**src/rtl/sound_pkg.sv**
```systemverilog
// Shared constants, priority helpers and state encoding for the sound sequencer.
package sound_pkg;

   localparam logic [2:0] CODE_PING = 3'b010;
   localparam logic [2:0] CODE_PONG = 3'b001;
   localparam logic [2:0] CODE_GO   = 3'b011;
   localparam logic [2:0] CODE_STOP = 3'b000;

   localparam int IDX_PING = 0;
   localparam int IDX_PONG = 1;
   localparam int IDX_GO   = 2;
   localparam int IDX_STOP = 3;

   typedef enum logic [1:0] {
      IDLE = 2'd0,
      PLAY = 2'd1,
      GAP  = 2'd2
   } state_t;

   // One-hot winner, order go > stop > ping > pong.
   function automatic logic [3:0] prio_pick(input logic [3:0] p);
      logic [3:0] w;
      w = '0;
      if (p[IDX_GO])        w[IDX_GO]   = 1'b1;
      else if (p[IDX_STOP]) w[IDX_STOP] = 1'b1;
      else if (p[IDX_PING]) w[IDX_PING] = 1'b1;
      else if (p[IDX_PONG]) w[IDX_PONG] = 1'b1;
      return w;
   endfunction

   function automatic logic [1:0] prio_rank(input logic [3:0] sel);
      logic [1:0] r;
      r = 2'd0;
      if (sel[IDX_GO])        r = 2'd3;
      else if (sel[IDX_STOP]) r = 2'd2;
      else if (sel[IDX_PING]) r = 2'd1;
      return r;
   endfunction

   function automatic logic [2:0] code_of(input logic [3:0] sel);
      logic [2:0] c;
      c = CODE_STOP;
      if (sel[IDX_GO])        c = CODE_GO;
      else if (sel[IDX_PING]) c = CODE_PING;
      else if (sel[IDX_PONG]) c = CODE_PONG;
      return c;
   endfunction

endpackage

```
**src/rtl/tick_prescaler.sv**
```systemverilog
// Free-running divider producing a one-cycle tick every CLK_DIV clocks; restart zeroes it.
module tick_prescaler #(
   parameter int CLK_DIV = 12000
) (
   input  logic clk,
   input  logic rst,
   input  logic restart,
   output logic tick
);

   localparam int CW = $clog2(CLK_DIV);

   logic [CW-1:0] cnt;

   assign tick = (cnt == CW'(CLK_DIV - 1));

   always_ff @(posedge clk) begin
      if (rst || restart || tick) cnt <= '0;
      else                        cnt <= cnt + 1'b1;
   end

endmodule

```
**src/rtl/sound_sequencer.sv**
```systemverilog
// Request collector, fixed-priority arbiter and tone/gap timer in front of sound_controller.
// Optional build macro SOUND_PREEMPT_EN lets a higher-priority request abort the playing tone.
//
// state | meaning
// IDLE  | silent, waiting for an enabled pending request
// PLAY  | tone running for LEN ticks, mute=0
// GAP   | silent gap of GAP_TICKS ticks, code held
module sound_sequencer
   import sound_pkg::*;
#(
   parameter int CLK_DIV    = 12000,
   parameter int PING_TICKS = 50,
   parameter int PONG_TICKS = 50,
   parameter int GO_TICKS   = 200,
   parameter int STOP_TICKS = 400,
   parameter int GAP_TICKS  = 20
) (
   input  logic       clk,
   input  logic       rst,
   input  logic       sound_en,
   input  logic [3:0] req,
   output logic [3:0] ack,
   output logic [2:0] code_sound,
   output logic       mute,
   output logic       busy
);

   localparam logic [15:0] GAP_LAST = (GAP_TICKS > 0) ? 16'(GAP_TICKS - 1) : 16'd0;

   state_t      state, state_nx;
   logic [3:0]  pending, pending_nx;
   logic [3:0]  cur_sel, cur_sel_nx;
   logic [3:0]  ack_nx;
   logic [2:0]  code_nx;
   logic [3:0]  winner;
   logic [3:0]  grant;
   logic [15:0] tick_cnt;
   logic [15:0] play_last;
   logic        tick;
   logic        restart;
   logic        play_done;
   logic        gap_done;
   logic        preempt;

   tick_prescaler #(.CLK_DIV(CLK_DIV)) u_prescaler (
      .clk     (clk),
      .rst     (rst),
      .restart (restart),
      .tick    (tick)
   );

   assign winner = prio_pick(pending);

   always_comb begin
      play_last = 16'(PONG_TICKS - 1);
      if (cur_sel[IDX_GO])        play_last = 16'(GO_TICKS - 1);
      else if (cur_sel[IDX_STOP]) play_last = 16'(STOP_TICKS - 1);
      else if (cur_sel[IDX_PING]) play_last = 16'(PING_TICKS - 1);
   end

   assign play_done = tick && (tick_cnt == play_last);
   assign gap_done  = tick && (tick_cnt == GAP_LAST);

`ifdef SOUND_PREEMPT_EN
   assign preempt = (state == PLAY) && (|pending) && (prio_rank(winner) > prio_rank(cur_sel));
`else
   assign preempt = 1'b0;
`endif

   always_comb begin
      state_nx   = state;
      grant      = '0;
      restart    = 1'b0;
      ack_nx     = '0;
      code_nx    = code_sound;
      cur_sel_nx = cur_sel;
      if (!sound_en) begin
         state_nx = IDLE;
         restart  = (state != IDLE);
      end else begin
         case (state)
            IDLE: begin
               if (|pending) begin
                  grant    = winner;
                  state_nx = PLAY;
                  restart  = 1'b1;
               end
            end
            PLAY: begin
               if (preempt) begin
                  grant   = winner;
                  restart = 1'b1;
               end else if (play_done) begin
                  state_nx = (GAP_TICKS == 0) ? IDLE : GAP;
                  restart  = 1'b1;
               end
            end
            GAP: begin
               if (gap_done) begin
                  state_nx = IDLE;
                  restart  = 1'b1;
               end
            end
            default: begin
               state_nx = IDLE;
               restart  = 1'b1;
            end
         endcase
      end
      if (|grant) begin
         ack_nx     = grant;
         code_nx    = code_of(grant);
         cur_sel_nx = grant;
      end
      // A request landing in its own grant cycle is absorbed by the clear.
      pending_nx = sound_en ? ((pending | req) & ~grant) : 4'b0000;
   end

   always_ff @(posedge clk) begin
      if (rst) begin
         state      <= IDLE;
         pending    <= '0;
         ack        <= '0;
         code_sound <= CODE_STOP;
         cur_sel    <= '0;
      end else begin
         state      <= state_nx;
         pending    <= pending_nx;
         ack        <= ack_nx;
         code_sound <= code_nx;
         cur_sel    <= cur_sel_nx;
      end
   end

   always_ff @(posedge clk) begin
      if (rst || restart)                  tick_cnt <= '0;
      else if (tick && tick_cnt != 16'hFFFF) tick_cnt <= tick_cnt + 16'd1;
   end

   assign mute = (state != PLAY);
   assign busy = (state != IDLE);

endmodule
```
**config.mk**
```make
export PLATFORM = sky130hd
export DESIGN_NAME = sound_sequencer
export DESIGN_NICKNAME = d
export VERILOG_FILES = /design/src/rtl/sound_pkg.sv /design/src/rtl/tick_prescaler.sv /design/src/rtl/sound_sequencer.sv
export SDC_FILE = /design/constraint.sdc
export NUM_CORES = 1
export LEC_CHECK = 0
export ABC_AREA = 1
export BUFFER_PORTS_ARGS = -buffer_cell sky130_fd_sc_hd__buf_2
export CORE_MARGIN = 5
export CORE_UTILIZATION = 34
export DETAILED_ROUTE_END_ITERATION = 16
export GPL_TIMING_DRIVEN = 0
export HOLD_SLACK_MARGIN = 0.08
export MAX_ROUTING_LAYER = met4
export PLACE_DENSITY = 0.5
export REMOVE_ABC_BUFFERS = 1
export SYNTH_ARGS = -nofsm -noshare
export SYNTH_HDL_FRONTEND = slang
export SYNTH_HIERARCHICAL = 1
export SYNTH_SLANG_ARGS = --single-unit
```
**constraint.sdc**
```tcl
create_clock -name clk -period 6.2 [get_ports clk]
set_input_delay 0.93 -clock clk [delete_from_list [all_inputs] [get_ports clk]]
set_output_delay 0.93 -clock clk [all_outputs]
set_load 0.01 [all_outputs]
```
Yosys cells after proc, flatten, opt, wreduce, memory -nomap -nowiden --
Cells that the tools add are included.
Cells by class: equal/unequal tests 10, bitwise gates (word level) 5, add/subtract/negate cells 2, reduce and logical (&&, ||, !) cells 12, muxes and demuxes 25
Operators with widths (number):
- 9-bit two-way mux | 2
- 16-bit by 1-bit adder with 16-bit output (second input constant) | 1
- 16-bit == test | 1
- 16-bit by 5-bit == test with 1-bit output (second input constant) | 1
- 16-bit != test (second input constant) | 1
- 14-bit by 1-bit adder with 14-bit output (second input constant) | 1
- 14-bit == test (second input constant) | 1
- 2-bit two-way mux | 7
- 4-bit two-way mux | 3
- 1-bit two-way mux | 11
- 4-bit OR reduction | 2
- 2-bit != test (second input constant) | 3
- 2-bit case mux with 3 select lines | 1
- 4-bit bitwise AND | 1
- 4-bit NOT | 1
- 4-bit bitwise OR | 1
- 2-bit OR reduction | 2
- 1-bit logical AND | 3
- 1-bit case mux with 3 select lines | 1
- 3-bit AND reduction | 1
- 2-bit by 1-bit == test with 1-bit output (second input constant) | 1
- 2-bit == test (second input constant) | 1
- 2-bit zero test | 1
- 1-bit logical OR | 2
- 3 further kinds | 4
Storage, ports and cells: logic and storage cells 61, register bits 47

Depth between registers and ports, before layout --
word-level depth 10, depth in mapped cells 19

Cells and area by module --
The synthesis kept the hierarchy.
Modules (own cells, without submodules):
- sound_sequencer | seq. area each 600.6 um^2, area each 1745.4 um^2, times used 1, cells an instance 273
- tick_prescaler | seq. area each 280.3 um^2, area each 732.0 um^2, times used 1, cells an instance 105

Least setup slack after synthesis --
OpenSTA, ideal clock, no wires.
path kind reg-to-reg, start point reg u_prescaler.cnt[0], end point reg u_prescaler.cnt[6], path slack 4.122 ns, buffers on the path 1, stages on the path, launching flop included 20, clock period less this slack 2.078 ns, data arrival time 1.964 ns, data required time 6.085 ns, cell sequence dfxtp_1 ha_1 nand3_4 nor2_2 nand3_2 inv_1 nand2_1 inv_1 nand3_1 nor2_1 nand2_1 nor2_1 nand2_1 nand2_1 nand2_2 inv_1 nor2_1 nand2_2 buf_6 nor2_1
On the way: word-level cells in the longest chain between the ends 7, elaborated cells between the ends (all ways) 10
Ends and longest elaborated chain:
- start: declaration | line tick_prescaler.sv:13 | logic [CW-1:0] cnt;
- start signal: assignment | line tick_prescaler.sv:19 | else cnt <= cnt + 1'b1;
- 14-bit == test (*) | line tick_prescaler.sv:15 | assign tick = (cnt == CW'(CLK_DIV - 1));
- named net tick | line sound_sequencer.sv:39 | logic tick;
- 1-bit logical AND (on tied branches) | line sound_sequencer.sv:62, sound_sequencer.sv:61
- 1-bit two-way mux (on tied branches) | line sound_sequencer.sv:99, sound_sequencer.sv:93
- 1-bit case mux with 3 select lines (*) | line sound_sequencer.sv:81 | case (state)
- 1-bit two-way mux (*) | line sound_sequencer.sv:77 | if (!sound_en) begin
- named net restart | line sound_sequencer.sv:40 | logic restart;
- 1-bit logical OR (*) (2 in a row) | line tick_prescaler.sv:18 | if (rst || restart || tick) cnt <= '0;
Mark *: on every way through the listed nets, which the timed path passes. The rest lies on a longest branch. A chain may end at the register's enable or synchronous reset.

Worst setup path in the final report --
start point reg u_prescaler.cnt[0], end point reg u_prescaler.cnt[11]
Same word-level chain as after synthesis.

==> impl_metrics.toml <==
[status]
status = "finished clean"

[pwr]
power.share.clock = 0.421
p_sw_frac = 0.2500
powerDensity_nw_per_um2 = 204.0
seqPwrFrac = 0.521
p_leak_nw = 1.058
comb_power_share = 0.058
p_sw_mw = 0.1396
ir_drop_mv = 0.1477
power.internal_mw = 0.4187

[setup_path]
path_buf_inv = 3
endpoint_kind = "flop"
cp.required_ps = 6390
path_cells = "ha_1 -> nand3_4 -> nor2_2 -> nand3_2 -> inv_1 -> nand2_1 -> inv_1 -> nand3_1 -> nor2_1 -> nand2_1 -> nor2_1 -> nand2_1 -> nand2_1 -> nand2_2 -> inv_1 -> nor2_1 -> nand2_2 -> nor2_1"
arrival_ps = 2630
startpoint_type = "flop"
critical_path.max_stage_delay_ps = 380
critPathKind = "flop to flop"
crit_family = "simple AND/OR/NAND/NOR gates"
slowest_stage = "dfxtp_1"
crit_path_max_fanout = 13

[sta]
fin_crit_sh = 0.3941
setup_viol = 0
period_needed_ps = 2443
tns_ps = 0
finalHoldViolCount = 0
skew_ps = 9.969
rsz0062_at_grt = "false"
maxSlewViolCount = 0
max_freq_ghz = 0.4093

[route]
dr.pass1.iters = 4
via_per_inst = 4.516
vias = 2231
drt_iter0_markers = 83
ant_nets = 0
wirelength_um = 5449
drcViolationCount = 0
wl_per_cell_um = 11.03

[clock_network]
cts_buffer_depth = 2
clk_pin_slew_ps = 90
cts_setup_buffers = 0
numCtsBuffers = 5
cts_resized = 0
cts_tree = "yes"
cts_sinks = 44
cts_max_level = 2
hold_buffers = 0
clk_latency_ps = 310
clock-root-buffer = "clkbuf_8"

[die]
die_width_um = 95.36
core_area_um2 = 7176
start_util = 0.3452
rows = 31
dieArea_um2 = 9094
die_h_um = 95.36
ios = 16

[placed_design]
port_buffers = 14
gp_congestion = 0.8124
post-dp-hpwl_um = 4003

[run]
cap_violations = 0

[cells_and_area]
post-route-util = 0.3813
area_growth_pct = 10.45
nets = 403
fillers = 801
diodes = 0
drive_above_1_share = 0.1316
multi_input_comb_area_um2 = 1339
seqCellArea_um2 = 880.8

[synth]
yosysSeqAreaShare = 0.3556
synth.cell_area_um2 = 2477
syn_avg_cell_area_um2 = 6.554
ys_ff_latch = 44
synth_cells = 378
ys_warn_count = 6
synthDistinctLibCells = 32

[min_path]
hold_class = "flop to flop"

[grt]
grt_first_pass_wirelength_um = 9439
antenna_found_initial = 0
grt_use_total = 0.1349
grt_max_degree = 20
grt_pass1_vias = 2079
overflow = 0
[power by group through the flow]
stage | logic, mW | registers [mW] | clock network [mW]
final | 0.0324 | 0.291 | 0.235
after global routing | 0.0375 | 0.291 | 0.255
after CTS | 0.0329 | 0.291 | 0.242
after detailed placement | 0.0329 | 0.297 | 0
after global placement | 0.0326 | 0.297 | 0
after floorplan | 0.0218 | 0.297 | 0
[through the flow]
step / hold WS [ps] / worst slack, ps / std cells / total power, mW / cell area, um^2
CTS: 483.0 / 3703 / 494 / 0.5659 / 2736
detailed placement: 460.3 / 3720 / 486 / 0.3300 / 2621
global placement: 444.9 / 3760 / 486 / 0.3297 / 2621
finish: 476.4 / 3757 / 494 / 0.5583 / 2736
floorplan: 428.8 / 4151 / 373 / 0.3186 / 2427
global route: 508.8 / 3443 / 494 / 0.5838 / 2736
[cell usage in the layout (no fill, tap or decap), types with 2 or more instances in the layout]
cell type,count
nor2_1,71
nand3_2,3
a31oi_1,2
nand3_1,25
xor2_1,7
a21oi_1,10
nor2_4,2
nand2_2,5
inv_6,2
nor2_2,7
nand3_4,2
nor3b_1,2
o21ai_0,10
buf_2,14
dfxtp_1,44
inv_2,4
nand2_1,101
inv_1,49
xnor2_1,5
nand3b_1,3
nand4_1,4
ha_1,2
nand2_4,2
clkbuf_8,5
o21ai_2,3
nor3_1,5
[worst paths after layout]
path	startpoint	endpoint	slack, ps	cells past startpoint
setup / recovery	u_prescaler/cnt[0]	u_prescaler/cnt[11]	3760	18
hold / removal	u_prescaler/cnt[0]	u_prescaler/cnt[0]	480	1
setup reg to reg	u_prescaler/cnt[0]	u_prescaler/cnt[11]	3760	18
hold reg to reg	u_prescaler/cnt[0]	u_prescaler/cnt[0]	480	1
[synthesized netlist by cell type]
cell type | count | area [um^2]
xor2_1 | 7 | 61.31
conb_1 | 1 | 3.750
o21ai_0 | 10 | 50.05
nor3_2 | 1 | 10.01
nand3_1 | 25 | 125.1
nand2_4 | 2 | 22.52
buf_2 | 1 | 5.000
xnor2_1 | 5 | 43.79
buf_4 | 1 | 7.510
nand3_4 | 2 | 35.03
nor2_2 | 7 | 43.79
nor3_1 | 5 | 25.02
nor4_1 | 1 | 6.260
nor3b_1 | 2 | 15.01
buf_6 | 2 | 22.52
nor2_1 | 71 | 266.5
ha_1 | 2 | 25.02
nand2_2 | 5 | 31.28
nor2_4 | 2 | 22.52
nand4_1 | 4 | 25.02
a21oi_1 | 10 | 50.05
inv_6 | 1 | 8.760
nand3b_1 | 3 | 22.52
inv_2 | 4 | 15.01
nand3_2 | 3 | 30.03
or2_0 | 1 | 6.260
nand2_1 | 101 | 379.1
buf_8 | 1 | 15.01
a31oi_1 | 2 | 12.51
o21ai_2 | 3 | 26.28
inv_1 | 49 | 183.9
dfxtp_1 | 44 | 880.8
[worst reg2reg max path, cell delays in order (launching register included)]
cell and delay, ps:
dfxtp_1 380, ha_1 250, nand3_4 140, nor2_2 120, nand3_2 110, inv_1 190, nand2_1 80, inv_1 50
nand3_1 80, nor2_1 120, nand2_1 70, nor2_1 100, nand2_1 70, nand2_1 80, nand2_2 70, inv_1 60
nor2_1 60, nand2_2 230, nor2_1 80
[layer usage]
metal,share of wire,vias to the layer above,global-route usage
met3,0.024,8,0.02841
li1,-,1193,-
met2,0.46,23,0.2017
met5,0,-,-
met1,0.51,1007,0.1777
met4,0.0094,0,0.05288
[cell families (layout without fill, tap and decap cells)]
logic type | after synthesis | in the layout | share of synthesized area
and+or+nand+nor | 235 | 235 | 0.4303
buffers and inverters | 59 | 76 | 0.1040
DFF | 44 | 44 | 0.3556
AOI/OAI and AO/OA | 25 | 25 | 0.05606
xor gates and xnor gates | 12 | 12 | 0.04242
adders and majority gates | 2 | 2 | 0.01010
other | 1 | 1 | 0.001514
[sequential cells by signal, summed over array words and instances, names as in the netlist]
signal           flops
code_sound           2
ack                  4
state                2
cur_sel              2
u_prescaler/cnt     14
tick_cnt            16
pending              4
[final cells by class]
class                   instances  area share
multi-input cells             275      0.4893
flip-flops and latches         44      0.3219
inverters                      54     0.07590
well taps                      99     0.04527
repair buffers                 14     0.02561
clock buffers                   5     0.02515
clock inverters                 3     0.01692
Note: power is estimated with default switching activity, not from simulation.
